[src/rtl/traffic_phase_fsm.sv]
// Intersection phase sequencer GREEN -> YELLOW -> RED with a 1 Hz prescaler
// and a pedestrian request that can cut GREEN short once minimum green elapses.
module traffic_phase_fsm #(
  parameter int CLK_HZ      = 50_000_000,
  parameter int GREEN_S     = 10,
  parameter int YELLOW_S    = 3,
  parameter int RED_S       = 8,
  parameter int MIN_GREEN_S = 4
) (
  input  logic       CLOCK_50,
  input  logic       RESET,
  input  logic       PED_REQ,
  output logic [2:0] state,
  output logic [2:0] LIGHT,
  output logic [7:0] sec_left,
  output logic       tick_1hz
);

  // state | meaning
  // GREEN  | through traffic, counts GREEN_S ticks or shortened by ped request
  // YELLOW | clearance, counts YELLOW_S ticks
  // RED    | stop / walk, counts RED_S ticks, discards ped requests

  localparam int PW = (CLK_HZ > 1) ? $clog2(CLK_HZ) : 1;
  localparam logic [PW-1:0] PRE_LAST = PW'(CLK_HZ - 1);
  localparam logic [7:0] GREEN_LD  = 8'(GREEN_S - 1);
  localparam logic [7:0] YELLOW_LD = 8'(YELLOW_S - 1);
  localparam logic [7:0] RED_LD    = 8'(RED_S - 1);
  localparam logic [7:0] PED_OK    = 8'(GREEN_S - MIN_GREEN_S);

  generate
    if (CLK_HZ < 1 || GREEN_S > 255 || GREEN_S < MIN_GREEN_S || MIN_GREEN_S < 1 ||
        YELLOW_S < 1 || YELLOW_S > 255 || RED_S < 1 || RED_S > 255) begin : g_bad_params
      $error("traffic_phase_fsm: illegal duration parameters");
    end
  endgenerate

  typedef enum logic [2:0] {
    GREEN  = 3'b000,
    YELLOW = 3'b011,
    RED    = 3'b010
  } phase_t;

  phase_t        phase;
  logic [PW-1:0] pre_cnt;
  logic          ped_q;
  logic          ped_pending;
  logic          ped_edge;

  assign state    = phase;
  assign ped_edge = PED_REQ & ~ped_q;

  always_ff @(posedge CLOCK_50) begin
    if (RESET) begin
      pre_cnt  <= '0;
      tick_1hz <= 1'b0;
    end else begin
      tick_1hz <= (pre_cnt == PRE_LAST);
      pre_cnt  <= (pre_cnt == PRE_LAST) ? '0 : pre_cnt + 1'b1;
    end
  end

  always_ff @(posedge CLOCK_50) begin
    if (RESET) begin
      phase       <= GREEN;
      LIGHT       <= 3'b001;
      sec_left    <= GREEN_LD;
      ped_q       <= 1'b0;
      ped_pending <= 1'b0;
    end else begin
      ped_q <= PED_REQ;
      if (ped_edge && phase != RED)
        ped_pending <= 1'b1;

      case (phase)
        GREEN: begin
          if (tick_1hz) begin
            if (sec_left == 8'd0 || (ped_pending && sec_left <= PED_OK)) begin
              phase    <= YELLOW;
              LIGHT    <= 3'b010;
              sec_left <= YELLOW_LD;
            end else begin
              sec_left <= sec_left - 8'd1;
            end
          end
        end
        YELLOW: begin
          if (tick_1hz) begin
            if (sec_left == 8'd0) begin
              phase       <= RED;
              LIGHT       <= 3'b100;
              sec_left    <= RED_LD;
              // Overrides any set above: an edge on the RED-entry cycle is dropped.
              ped_pending <= 1'b0;
            end else begin
              sec_left <= sec_left - 8'd1;
            end
          end
        end
        RED: begin
          if (tick_1hz) begin
            if (sec_left == 8'd0) begin
              phase    <= GREEN;
              LIGHT    <= 3'b001;
              sec_left <= GREEN_LD;
            end else begin
              sec_left <= sec_left - 8'd1;
            end
          end
        end
        default: begin
          phase       <= GREEN;
          LIGHT       <= 3'b001;
          sec_left    <= GREEN_LD;
          ped_pending <= 1'b0;
        end
      endcase
    end
  end

endmodule
[config.mk]
export PLATFORM = sky130hd
export DESIGN_NAME = traffic_phase_fsm
export DESIGN_NICKNAME = d
export VERILOG_FILES = /design/src/rtl/traffic_phase_fsm.sv
export SDC_FILE = /design/constraint.sdc
export NUM_CORES = 1
export LEC_CHECK = 0
export BUFFER_PORTS_ARGS = -buffer_cell sky130_fd_sc_hd__buf_2
export CORE_MARGIN = 2
export CORE_UTILIZATION = 28
export CTS_CLUSTER_SIZE = 30
export DETAILED_ROUTE_END_ITERATION = 10
export GPL_TIMING_DRIVEN = 0
export PLACE_DENSITY = 0.43
export RECOVER_POWER = 100
export SLEW_MARGIN = 20
export SYNTH_ARGS = -nofsm -noshare
export SYNTH_HDL_FRONTEND = slang
export SYNTH_SLANG_ARGS = --single-unit
export TNS_END_PERCENT = 5
[constraint.sdc]
create_clock -name CLOCK_50 -period 2.5 [get_ports CLOCK_50]
set_input_delay 0.25 -clock CLOCK_50 [delete_from_list [all_inputs] [get_ports CLOCK_50]]
set_output_delay 0.25 -clock CLOCK_50 [all_outputs]
set_load 0.1 [all_outputs]
==> results by group, run 1 <==
STA
  – Max-slew headroom: a little over a fifth
  – Post-route setup slack: about 0.32 ns
  – Skew final: between 0.004 and 0.005 ns
  – Actual slew at the worst max-slew pin: ~1.2 ns
  – Slew Viols, Final: 0
  – Final hold vios: 0
  – RSZ-0062 raised after global routing: no
  – Fmax achieved: 0.458 GHz
  – Hold Slack: 0.183 ns
  – Period utilisation layout: 87.4%
  – Setup tns final: 0 ns
  – Setup violators final: 0
  – Fin crit period: roughly 2.2 ns

Detailed routing
  – DRC: 0
  – DR vias/cell: 4.84
  – WL per Instance: about 12 um
  – Initial drt markers: between 70 and 80
  – Routed Antenna Nets: 0
  – Number of iterations in the first detailed-routing pass: 4
  – Via count: 1787
  – Total Wirelength: approximately 4.6 mm

Yosys
  – Most instantiated cells after synthesis: nor2_1, dfxtp_1, nand3_1
  – Part of the Yosys area used for sequential elements: between 30% and 40%
  – Number of synthesized flops with an enable pin: 0
  – Area leader, netlist: dfxtp_1
  – Mapped Nets: between 200 and 300
  – Synth area leaders: dfxtp_1, nor2_1, xor2_1
  – Post-synthesis cell type count: 54
  – #FFs+latches synth: 41
  – Count leader, synth: nor2_1
  – Cells after Synth: 247
  – Post-synthesis async set-or-reset flop share: 0%
  – Synthesized area: 2120 um^2
  – Synth top area share: between 30% and 40%
  – Dominant synthesized flop cell: dfxtp_1
  – Synthesis warning total: 0
  – Avg Inst Size Synth: around 8.6 um^2

Floorplan
  – Die Wd: 91.0 um
  – Die ar.: about 8300 um^2
  – Die height: a little over 90 um
  – Cell Rows: 31
  – CORE AREA: ~7300 um^2
  – Starting Density: between 20 and 30%
  – Ports: 18

Status
  – Status: finished, final reports clean

Clock tree
  – H-tree lvl count: 2
  – Hold_buf cts: 0
  – Num CTS Buffers: 5
  – CTS tree: done
  – CTS root buf: clkbuf_8
  – Clk buf depth: 2
  – Reg clk slew, reported paths: roughly 0.080 ns
  – CTS sink cnt: 41
  – Worst-Skew Late Latency: approximately 0.30 ns

Critical path
  – Critical path fanouts, max: 9
  – CP required: around 2.7 ns
  – Crit start category: flip-flop
  – Crit-path max cell delay: 0.38 ns
  – Crit end category: flip-flop
  – Reg2Reg Depth: 8
  – Slowest CP cell: dfxtp_2
  – Data arrival, critical path: 2.42 ns
  – Critical path type: flip-flop to flip-flop
  – Worst path buffer plus inverter count: 2
  – Crit path max-delay family: simple AND/OR/NAND/NOR gates
  – CP Cell Sequence: ha_1 -> clkbuf_1 -> nor3_1 -> or2_2 -> clkbuf_1 -> a21o_1 -> or2_2 -> nor2_1
  – Critical path depth: 8

Final layout
  – Finished Cell Area: roughly 2400 um^2
  – Share of cells above drive strength 1: under 10%
  – Fin cells: about 370
  – Reg area: between 800 and 900 um^2
  – Diodes inserted: 0
  – Fillers: between 800 and 900
  – Post-layout util: 33.3%
  – Syn-to-layout area delta: 14.5%
  – Footprint of the multi-input gates: about 1200 um^2
  – Final nets: 280

Placement
  – Count of input and output buffers: 15
  – Post-DP HPWL: ~3.3 mm
  – Setup WS pre-CTS: slightly above 0.2 ns
  – Placed cell area: around 2300 um^2
  – Cell Count Post-Placement: roughly 360
  – GPL Wtd Cong: around 0.79

Pwr
  – Power density over the cells: just over 1000 nW/um^2
  – Design Power: approximately 2.5 mW
  – Sequential Power Share: between 30% and 40%
  – Maximum VDD drop: about 0.00033 V
  – Internal power: around 1.3 mW
  – Clk network pwr share: between 20% and 30%
  – Switch Pwr: 1.16 mW
  – Combinational fraction of design power: 45.7%
  – Leakage: 0.847 nW
  – Net Sw Frac: 46.3%

GRT
  – Initial antenna violation count: 0
  – Total gr overflow: 0
  – Largest net degree at the start of global routing: 14
  – Vias in the first global route: 1666
  – GR Util met2: 17.6%
  – Routing usage on met1: 15.5%
  – Busiest layer in global routing: met2
  – GRT Total Usage: between 10% and 20%
  – Grt met3 use: around 2.5%
  – First-pass GRT wire length: 7.89 mm

Hold path
  – Min-Delay Path Depth: 2
  – Worst Hold Class: input port to flip-flop

Flow run
  – Maximum Capacitance Violations: 0
## final timing paths
check                   from          end  slack (ns)
hold reg to reg   pre_cnt[0]   pre_cnt[0]        0.48
setup reg to reg    LIGHT[1]  sec_left[4]        0.32
setup / recovery    LIGHT[1]  sec_left[4]        0.32
hold / removal       PED_REQ        ped_q        0.18
## layout by cell type, fill, tap and decap left out, types with 3 or more instances in the layout
| cell type | count |
|---|---|
| buf_4 | 4 |
| xnor2_1 | 8 |
| nor4_1 | 5 |
| dfxtp_2 | 3 |
| o21ai_0 | 5 |
| clkbuf_8 | 6 |
| and4_1 | 3 |
| nor3_1 | 3 |
| ha_1 | 8 |
| nand2_1 | 13 |
| nor2_1 | 43 |
| clkbuf_1 | 19 |
| dfxtp_1 | 38 |
| a21oi_1 | 4 |
| xor2_1 | 15 |
| or4_1 | 3 |
| inv_1 | 10 |
| and3_1 | 6 |
| nand4_1 | 8 |
| nand3_1 | 16 |
## logic make-up (layout without fill, tap and decap cells)
kind of cell / count (synthesis) / after routing / share of synthesized area [%]
and+or+nand+nor: 123 / 123 / 31.4
DFF: 41 / 41 / 38.7
AOI/OAI and AO/OA: 30 / 30 / 10.4
xor gates and xnor gates: 23 / 23 / 9.51
buffers and inverters: 19 / 42 / 4.08
adders and majority gates: 8 / 8 / 4.73
muxes: 2 / 2 / 0.945
other: 1 / 1 / 0.177
## layout make-up
| type | instances | share of cell area, % |
|---|---|---|
| multi-input combinational | 187 | 50.0 |
| clock inverter | 2 | 1.55 |
| tap | 99 | 5.11 |
| sequential | 41 | 34.0 |
| buffer | 9 | 2.01 |
| timing repair buffer | 15 | 2.37 |
| inverter | 10 | 1.55 |
| clock buffer | 6 | 3.41 |
## state kept, by name, summed over array words and instances (netlist names)
register     count
LIGHT            3
ped_pending      1
ped_q            1
pre_cnt         26
sec_left         8
state            1
tick_1hz         1
## routing by layer
layer	part of all wire, %	vias up
li1	-	918
met1	50	826
met2	44	35
met3	4.6	8
met4	1.9	0
met5	0	-
## worst register-to-register path: stages, from the launching register on
cell and delay [ns]:
dfxtp_2 0.38, ha_1 0.15, clkbuf_1 0.31, nor3_1 0.14
or2_2 0.29, clkbuf_1 0.20, a21o_1 0.24, or2_2 0.32
nor2_1 0.11
## power by group through the flow
stage | Clock, mW | Combinational (mW) | Sequential, mW
after floorplan | 0 | 0.616 | 1.16
final | 0.567 | 1.15 | 0.794
after CTS | 0.593 | 1.17 | 0.795
after global routing | 0.612 | 1.25 | 0.808
after global placement | 0 | 1.18 | 0.812
after detailed placement | 0 | 1.17 | 0.811
## what timing repair did
item,in CTS,in global routing
endpoints found under the setup margin,0,1
buffers inserted,0,0
resized for setup,0,1
(Power assumes the default switching activity.)
==> inputs of run 2 (changes only) <==
==> constraint.sdc (replaced) <==
create_clock -name CLOCK_50 -period 2.5 [get_ports CLOCK_50]
set_input_delay 0.25 -clock CLOCK_50 [delete_from_list [all_inputs] [get_ports CLOCK_50]]
set_output_delay 0.25 -clock CLOCK_50 [all_outputs]
set_load 0.01 [all_outputs]
==> results by group, run 2 (synthesis results as in run 1) <==
Pwr
  – Internal power: 1.22 mW (was 1.35 mW)
  – Leakage: 0.833 nW (was 0.847 nW)
  – Design Power: 1.99 mW (was 2.51 mW)
  – Sequential Power Share: 39.7% (was 31.7%)
  – Maximum VDD drop: 0.000311 V (was 0.000334 V)
  – Net Sw Frac: 39.0% (was 46.3%)
  – Switch Pwr: 0.778 mW (was 1.16 mW)
  – Combinational fraction of design power: 37.7% (was 45.7%)
  – Power density over the cells: 833 nW/um^2 (was 1030 nW/um^2)
  – Clk network pwr share: 22.6% (about the same)

Critical path
  – Data arrival, critical path: 2.38 ns (was 2.42 ns)
  – Crit end category: flip-flop (unchanged)
  – Critical path fanouts, max: 9 (unchanged)
  – Crit-path max cell delay: 0.44 ns (was 0.38 ns)
  – CP required: 2.74 ns (about the same)
  – Slowest CP cell: dfxtp_1 (was dfxtp_2)
  – CP dominant cell by count: or2_2
  – Crit start category: flip-flop (unchanged)
  – Critical path type: flip-flop to flip-flop (unchanged)
  – CP Cell Sequence: ha_1 -> clkbuf_2 -> nor3_1 -> or2_2 -> clkbuf_1 -> a21o_1 -> or2_2 -> nor2_1 (was ha_1 -> clkbuf_1 -> nor3_1 -> or2_2 -> clkbuf_1 -> a21o_1 -> or2_2 -> nor2_1)
  – Worst path buffer plus inverter count: 2 (unchanged)
  – Crit path max-delay family: simple AND/OR/NAND/NOR gates (unchanged)

Clock tree
  – CTS sink cnt: 41 (unchanged)
  – H-tree lvl count: 2 (unchanged)
  – Post_cts resized: 0 (unchanged)
  – Worst-Skew Late Latency: 0.29 ns (was 0.30 ns)
  – Post-CTS Setup Inserts: 0 (unchanged)
  – CTS tree: done (unchanged)
  – Clk buf depth: 2 (unchanged)
  – Reg clk slew, reported paths: 0.09 ns (was 0.08 ns)
  – CTS root buf: clkbuf_8 (unchanged)
  – Hold_buf cts: 0 (unchanged)
  – Num CTS Buffers: 5 (unchanged)

Floorplan
  – Starting Density: 29.0% (unchanged)
  – Ports: 18 (unchanged)
  – Die ar.: 8280 um^2 (unchanged)
  – Die height: 91.0 um (unchanged)
  – CORE AREA: 7290 um^2 (unchanged)
  – Cell Rows: 31 (unchanged)
  – Die Wd: 91.0 um (unchanged)

Detailed routing
  – WL per Instance: 12.6 um (was 12.4 um)
  – DR vias/cell: 4.84 (about the same)
  – DRC: 0 (unchanged)
  – Initial drt markers: 90 (was 75)
  – Routed Antenna Nets: 0 (unchanged)
  – Via count: 1785 (was 1787)
  – Total Wirelength: 4.66 mm (was 4.58 mm)
  – Number of iterations in the first detailed-routing pass: 4 (unchanged)

STA
  – RSZ-0062 raised after global routing: no (unchanged)
  – Slew Viols, Final: 0 (unchanged)
  – Setup tns final: 0 ns (unchanged)
  – Final hold vios: 0 (unchanged)
  – Max-slew headroom: 65.2% (was 21.8%)
  – Fmax achieved: 0.467 GHz (was 0.458 GHz)
  – Actual slew at the worst max-slew pin: 0.517 ns (was 1.18 ns)
  – Fin crit period: 2.14 ns (was 2.18 ns)
  – Setup violators final: 0 (unchanged)
  – Period utilisation layout: 85.6% (was 87.4%)
  – Hold Slack: 0.180 ns (was 0.183 ns)
  – Skew final: 0.00488 ns (was 0.00500 ns)

Final layout
  – Reg area: 821 um^2 (was 825 um^2)
  – Largest register FFs: 26 (unchanged)
  – Largest register by flop count: pre_cnt (unchanged)
  – Share of cells above drive strength 1: 9.26% (was 9.63%)
  – Fillers: 800 (was 811)
  – Fin cells: 369 (unchanged)
  – Footprint of the multi-input gates: 1210 um^2 (unchanged)
  – Most frequent cells in the layout: nor2_1, dfxtp_1, clkbuf_1 (unchanged)
  – Most common cell after layout, fill and taps aside: nor2_1 (unchanged)
  – Final nets: 280 (unchanged)
  – Syn-to-layout area delta: 13.1% (was 14.5%)
  – Regs by FF count: pre_cnt x26, sec_left x8, LIGHT x3 (unchanged)
  – Diodes inserted: 0 (unchanged)
  – Post-layout util: 32.8% (was 33.3%)

Status
  – Status: finished, final reports clean (unchanged)

Placement
  – Cell Count Post-Placement: 361 (unchanged)
  – Count of input and output buffers: 15 (unchanged)
  – GPL Wtd Cong: 0.767 (was 0.793)
  – Post-DP HPWL: 3.29 mm (was 3.30 mm)

GRT
  – Total gr overflow: 0 (unchanged)
  – Vias in the first global route: 1709 (was 1666)
  – GRT Total Usage: 11.7% (was 11.5%)
  – Largest net degree at the start of global routing: 15 (was 14)
  – Initial antenna violation count: 0 (unchanged)
  – First-pass GRT wire length: 8.04 mm (was 7.89 mm)

Hold path
  – Worst Hold Class: input port to flip-flop (unchanged)

Flow run
  – Maximum Capacitance Violations: 0 (unchanged)
## run 2: cell count changes in the layout (fill, tap and decap cells not counted), sizes merged
cell,delta
bufinv,-1
clkbuf,-1
clkinvlp,+2
## run 2: metal layers
| metal | wire length [um] | share of wire [%] | GRT usage, % | vias to the layer above |
|---|---|---|---|---|
| met5 | 0 | 0 | 0 | - |
| li1 | - | - | - | 913 |
| met3 | 187 | 4.0 | 2.74 | 5 |
| met1 | 2320 | 50 | 15.7 | 833 |
| met4 | 47 | 1.0 | 3.41 | 0 |
| met2 | 2110 | 45 | 18.8 | 34 |
## run 2: worst reg2reg max path, cell delays in order (launching register included)
cell,delay [ns]
dfxtp_1,0.44
ha_1,0.18
clkbuf_2,0.20
nor3_1,0.11
or2_2,0.28
clkbuf_1,0.21
a21o_1,0.24
or2_2,0.32
nor2_1,0.11
## run 2: power by group through the flow
stage | Sequential (mW) | Combinational (mW) | Clock [mW]
6_report | 0.792 | 0.753 | 0.450
3_3_place_gp | 0.806 | 0.774 | 0
4_1_cts | 0.793 | 0.767 | 0.465
3_5_place_dp | 0.808 | 0.761 | 0
5_1_grt | 0.805 | 0.848 | 0.495
2_1_floorplan | 0.816 | 0.551 | 0
## run 2: cell type report
| cell class | count | share of cell area (%) |
|---|---|---|
| clock inverter | 3 | 0.940 |
| inverter | 10 | 1.57 |
| buffer | 9 | 2.09 |
| tap | 99 | 5.17 |
| sequential | 41 | 34.3 |
| multi-input combinational | 187 | 50.6 |
| clock buffer | 5 | 2.87 |
| timing repair buffer | 15 | 2.46 |
## run 2: stage by stage
| stage | cell area [um^2] | setup slack, ns |
|---|---|---|
| global placement | 2320 | 0.201 |
| global route | 2390 | 0.114 |
| floorplan | 2120 | 0.473 |
| detailed placement | 2320 | 0.186 |
| CTS | 2410 | 0.158 |
| finish | 2390 | 0.361 |
## run 2: path summary, 6_finish.rpt
check             startpoint     endpoint  slack [ns]  cells past startpoint
setup reg to reg    LIGHT[1]  sec_left[4]        0.36                      8
hold / removal       PED_REQ        ped_q        0.18                      2
hold reg to reg     LIGHT[0]     LIGHT[0]        0.49                      2
setup / recovery    LIGHT[1]  sec_left[4]        0.36                      8
==> inputs of run 3 (changes only) <==
--- a/config.mk
+++ b/config.mk
@@ -5,13 +5,16 @@
 export SDC_FILE = /design/constraint.sdc
 export NUM_CORES = 1
 export LEC_CHECK = 0
+export ABC_AREA = 1
 export BUFFER_PORTS_ARGS = -buffer_cell sky130_fd_sc_hd__buf_2
+export CELL_PAD_IN_SITES_DETAIL_PLACEMENT = 0
+export CELL_PAD_IN_SITES_GLOBAL_PLACEMENT = 1
 export CORE_MARGIN = 2
 export CORE_UTILIZATION = 28
 export CTS_CLUSTER_SIZE = 30
 export DETAILED_ROUTE_END_ITERATION = 10
 export GPL_TIMING_DRIVEN = 0
-export PLACE_DENSITY = 0.43
+export PLACE_DENSITY = 0.56
 export RECOVER_POWER = 100
 export SLEW_MARGIN = 20
 export SYNTH_ARGS = -nofsm -noshare
==> results by group, run 3 <==
Yosys
  – Synthesized area: 2310 um^2 (was 2120 um^2)
  – Cells after Synth: 337 (was 247)
  – Count leader, synth: nand2_1 (was nor2_1)
  – Synthesis warning total: 0 (unchanged)
  – Number of synthesized flops with an enable pin: 0 (unchanged)
  – Area leader, netlist: dfxtp_1 (unchanged)
  – Most instantiated cells after synthesis: nand2_1, nor2_1, inv_1 (was nor2_1, dfxtp_1, nand3_1)
  – Post-synthesis async set-or-reset flop share: 0% (unchanged)
  – Synth area leaders: dfxtp_1, nand2_1, nor2_1 (was dfxtp_1, nor2_1, xor2_1)
  – Post-synthesis cell type count: 33 (was 54)
  – #FFs+latches synth: 41 (unchanged)
  – Dominant synthesized flop cell: dfxtp_1 (unchanged)
  – Part of the Yosys area used for sequential elements: 35.5% (was 38.7%)
  – Mapped Nets: 348 (was 258)
  – Synth top area share: 35.5% (was 38.7%)
  – Avg Inst Size Synth: 6.86 um^2 (was 8.58 um^2)

Clock tree
  – CTS root buf: clkbuf_8 (unchanged)
  – Hold_buf cts: 0 (unchanged)
  – Clk buf depth: 2 (unchanged)
  – H-tree lvl count: 2 (unchanged)
  – Worst-Skew Late Latency: 0.29 ns (about the same)
  – Reg clk slew, reported paths: 0.08 ns (was 0.09 ns)
  – Num CTS Buffers: 5 (unchanged)
  – CTS tree: done (unchanged)
  – Post-CTS Setup Inserts: 0 (unchanged)
  – Post_cts resized: 0 (unchanged)
  – CTS sink cnt: 41 (unchanged)

Detailed routing
  – Initial drt markers: 64 (was 90)
  – Routed Antenna Nets: 0 (unchanged)
  – Total Wirelength: 5.65 mm (was 4.66 mm)
  – Number of iterations in the first detailed-routing pass: 4 (unchanged)
  – WL per Instance: 12.1 um (was 12.6 um)
  – DRC: 0 (unchanged)
  – DR vias/cell: 4.44 (was 4.84)
  – Via count: 2069 (was 1785)

GRT
  – GRT Total Usage: 13.7% (was 11.7%)
  – Vias in the first global route: 1945 (was 1709)
  – Largest net degree at the start of global routing: 12 (was 15)
  – Initial antenna violation count: 0 (unchanged)
  – Routing usage on met1: 17.5% (was 15.7%)
  – First-pass GRT wire length: 9.59 mm (was 8.04 mm)
  – Total gr overflow: 0 (unchanged)
  – GR Util met2: 22.9% (was 18.8%)
  – Busiest layer in global routing: met2 (unchanged)
  – Grt met3 use: 2.79% (was 2.74%)

Hold path
  – Hold Startpoint: PED_REQ (unchanged)
  – Min-Delay Path Depth: 3 (was 2)
  – Worst Hold Endpoint: ped_q (unchanged)
  – Worst Hold Class: input port to flip-flop (unchanged)

Final layout
  – Most common cell after layout, fill and taps aside: nand2_1 (was nor2_1)
  – Most frequent cells in the layout: nand2_1, nor2_1, inv_1 (was nor2_1, dfxtp_1, clkbuf_1)
  – Diodes inserted: 0 (unchanged)
  – Fillers: 933 (was 800)
  – Syn-to-layout area delta: 10.5% (was 13.1%)
  – Largest register by flop count: pre_cnt (unchanged)
  – Final nets: 371 (was 280)
  – Finished Cell Area: 2550 um^2 (was 2390 um^2)
  – Regs by FF count: pre_cnt x26, sec_left x8, LIGHT x3 (unchanged)
  – Share of cells above drive strength 1: 8.03% (was 9.26%)
  – Largest register FFs: 26 (unchanged)

Floorplan
  – Starting Density: 28.6% (was 29.0%)
  – Cell Rows: 33 (was 31)
  – CORE AREA: 8090 um^2 (was 7290 um^2)
  – Ports: 18 (unchanged)
  – Die ar.: 9000 um^2 (was 8280 um^2)
  – Die height: 94.9 um (was 91.0 um)
  – Die Wd: 94.9 um (was 91.0 um)

Pwr
  – Power density over the cells: 441 nW/um^2 (was 833 nW/um^2)
  – Maximum VDD drop: 0.000187 V (was 0.000311 V)
  – Design Power: 1.13 mW (was 1.99 mW)
  – Leakage: 0.993 nW (was 0.833 nW)

STA
  – RSZ-0062 raised after global routing: no (unchanged)
  – Post-route setup slack: 0.482 ns (was 0.361 ns)
  – Fmax achieved: 0.495 GHz (was 0.467 GHz)
  – Max-slew headroom: 58.0% (was 65.2%)
  – Setup violators final: 0 (unchanged)
  – Final hold vios: 0 (unchanged)
  – Actual slew at the worst max-slew pin: 0.629 ns (was 0.517 ns)
  – Skew final: 0.00610 ns (was 0.00488 ns)
  – Hold Slack: 0.171 ns (was 0.180 ns)
  – Setup tns final: 0 ns (unchanged)
  – Fin crit period: 2.02 ns (was 2.14 ns)
  – Period utilisation layout: 80.7% (was 85.6%)
  – Slew Viols, Final: 0 (unchanged)

Critical path
  – CP Cell Sequence: ha_1 -> nand2_1 -> inv_1 -> nand3_1 -> nor2_1 -> nand3_1 -> nand2_1 -> clkbuf_1 -> a211oi_1 (was ha_1 -> clkbuf_2 -> nor3_1 -> or2_2 -> clkbuf_1 -> a21o_1 -> or2_2 -> nor2_1)
  – Reg2Reg Depth: 9 (was 8)
  – Slowest CP cell: clkbuf_1 (was dfxtp_1)
  – Crit start category: flip-flop (unchanged)
  – Crit-path max cell delay: 0.52 ns (was 0.44 ns)
  – FF-to-FF Start: pre_cnt[0] (was LIGHT[1])
  – Data arrival, critical path: 2.17 ns (was 2.38 ns)
  – Worst r2r dst: pre_cnt[14] (was sec_left[4])
  – R2r setup slk: 0.48 ns (was 0.36 ns)
  – Crit end category: flip-flop (unchanged)
  – CP required: 2.65 ns (was 2.74 ns)
  – Critical path type: flip-flop to flip-flop (unchanged)
  – Worst path buffer plus inverter count: 2 (unchanged)
  – Crit path max-delay family: simple AND/OR/NAND/NOR gates (unchanged)
  – Critical path fanouts, max: 10 (was 9)

Placement
  – Placed cell area: 2520 um^2 (was 2320 um^2)
  – GPL Wtd Cong: 0.809 (was 0.767)
  – Setup WS pre-CTS: 0.666 ns (was 0.186 ns)
  – Count of input and output buffers: 16 (was 15)
  – Post-DP HPWL: 4.40 mm (was 3.29 mm)

Flow run
  – Maximum Capacitance Violations: 0 (unchanged)

Status
  – Status: finished, final reports clean (unchanged)
[run 3: changes by cell type in the layout (fill, tap and decap cells not counted), moves of 4 or more]
cell / change
nor2_1: +15
nor3_1: +4
xnor2_1: -5
nor4_1: -4
and3_1: -6
a21oi_1: +15
inv_1: +35
xor2_1: -8
nor2_2: +5
o21ai_0: +7
nand2_1: +66
[run 3: logic make-up after synthesis]
| group | synth area share [%] |
|---|---|
| other | 0.162 |
| adders and majority gates | 4.33 |
| DFF | 35.5 |
| AOI/OAI and AO/OA | 8.39 |
| buffers and inverters | 9.20 |
| and+or+nand+nor | 38.6 |
| xor gates and xnor gates | 3.79 |
[run 3: layout make-up]
type | count | area (um^2) | area share [%]
Multi-Input combinational cell | 244 | 1250 | 49.1
Tap cell | 105 | 131 | 5.14
Timing Repair Buffer | 16 | 62.6 | 2.45
Buffer | 4 | 22.5 | 0.882
Inverter | 48 | 183 | 7.15
Clock buffer | 8 | 80.1 | 3.14
Sequential cell | 41 | 821 | 32.1
[run 3: worst min-delay path, stage by stage]
cell,delay (ns)
buf_2,0.11
inv_1,0.04
nor2_1,0.03
[run 3: where the power goes]
part | leakage (nW) | internal (mW) | total, mW | switching, mW
registers | 0.331 | 0.658 | 0.663 | 0.00463
logic | 0.622 | 0.00889 | 0.0311 | 0.0223
clock network | 0.0395 | 0.199 | 0.432 | 0.233
[run 3: how the worst max path moves through the flow]
stage / startpoint / slack, ns / to / depth (start not counted)
floorplan: state[1] / 0.87 / LIGHT[1] / 10
global placement: LIGHT[1] / 0.70 / LIGHT[2] / 11
detailed placement: LIGHT[1] / 0.67 / LIGHT[1] / 10
CTS: LIGHT[1] / 0.65 / LIGHT[1] / 10
global route: pre_cnt[0] / 0.24 / pre_cnt[25] / 9
finish: pre_cnt[0] / 0.48 / pre_cnt[14] / 9
[run 3: metal layers]
layer | vias to the layer above | routed length, um
met1 | 918 | 2740
met3 | 10 | 194
met4 | 0 | 110
met2 | 30 | 2600
met5 | - | 0
li1 | 1111 | -
[run 3: metrics by stage]
stage | cells | utilization (%)
after global placement | 458 | 31.2
after global routing | 466 | 31.6
after floorplan | 337 | -
after detailed placement | 458 | 31.2
after CTS | 466 | 32.2
final | 466 | 31.6
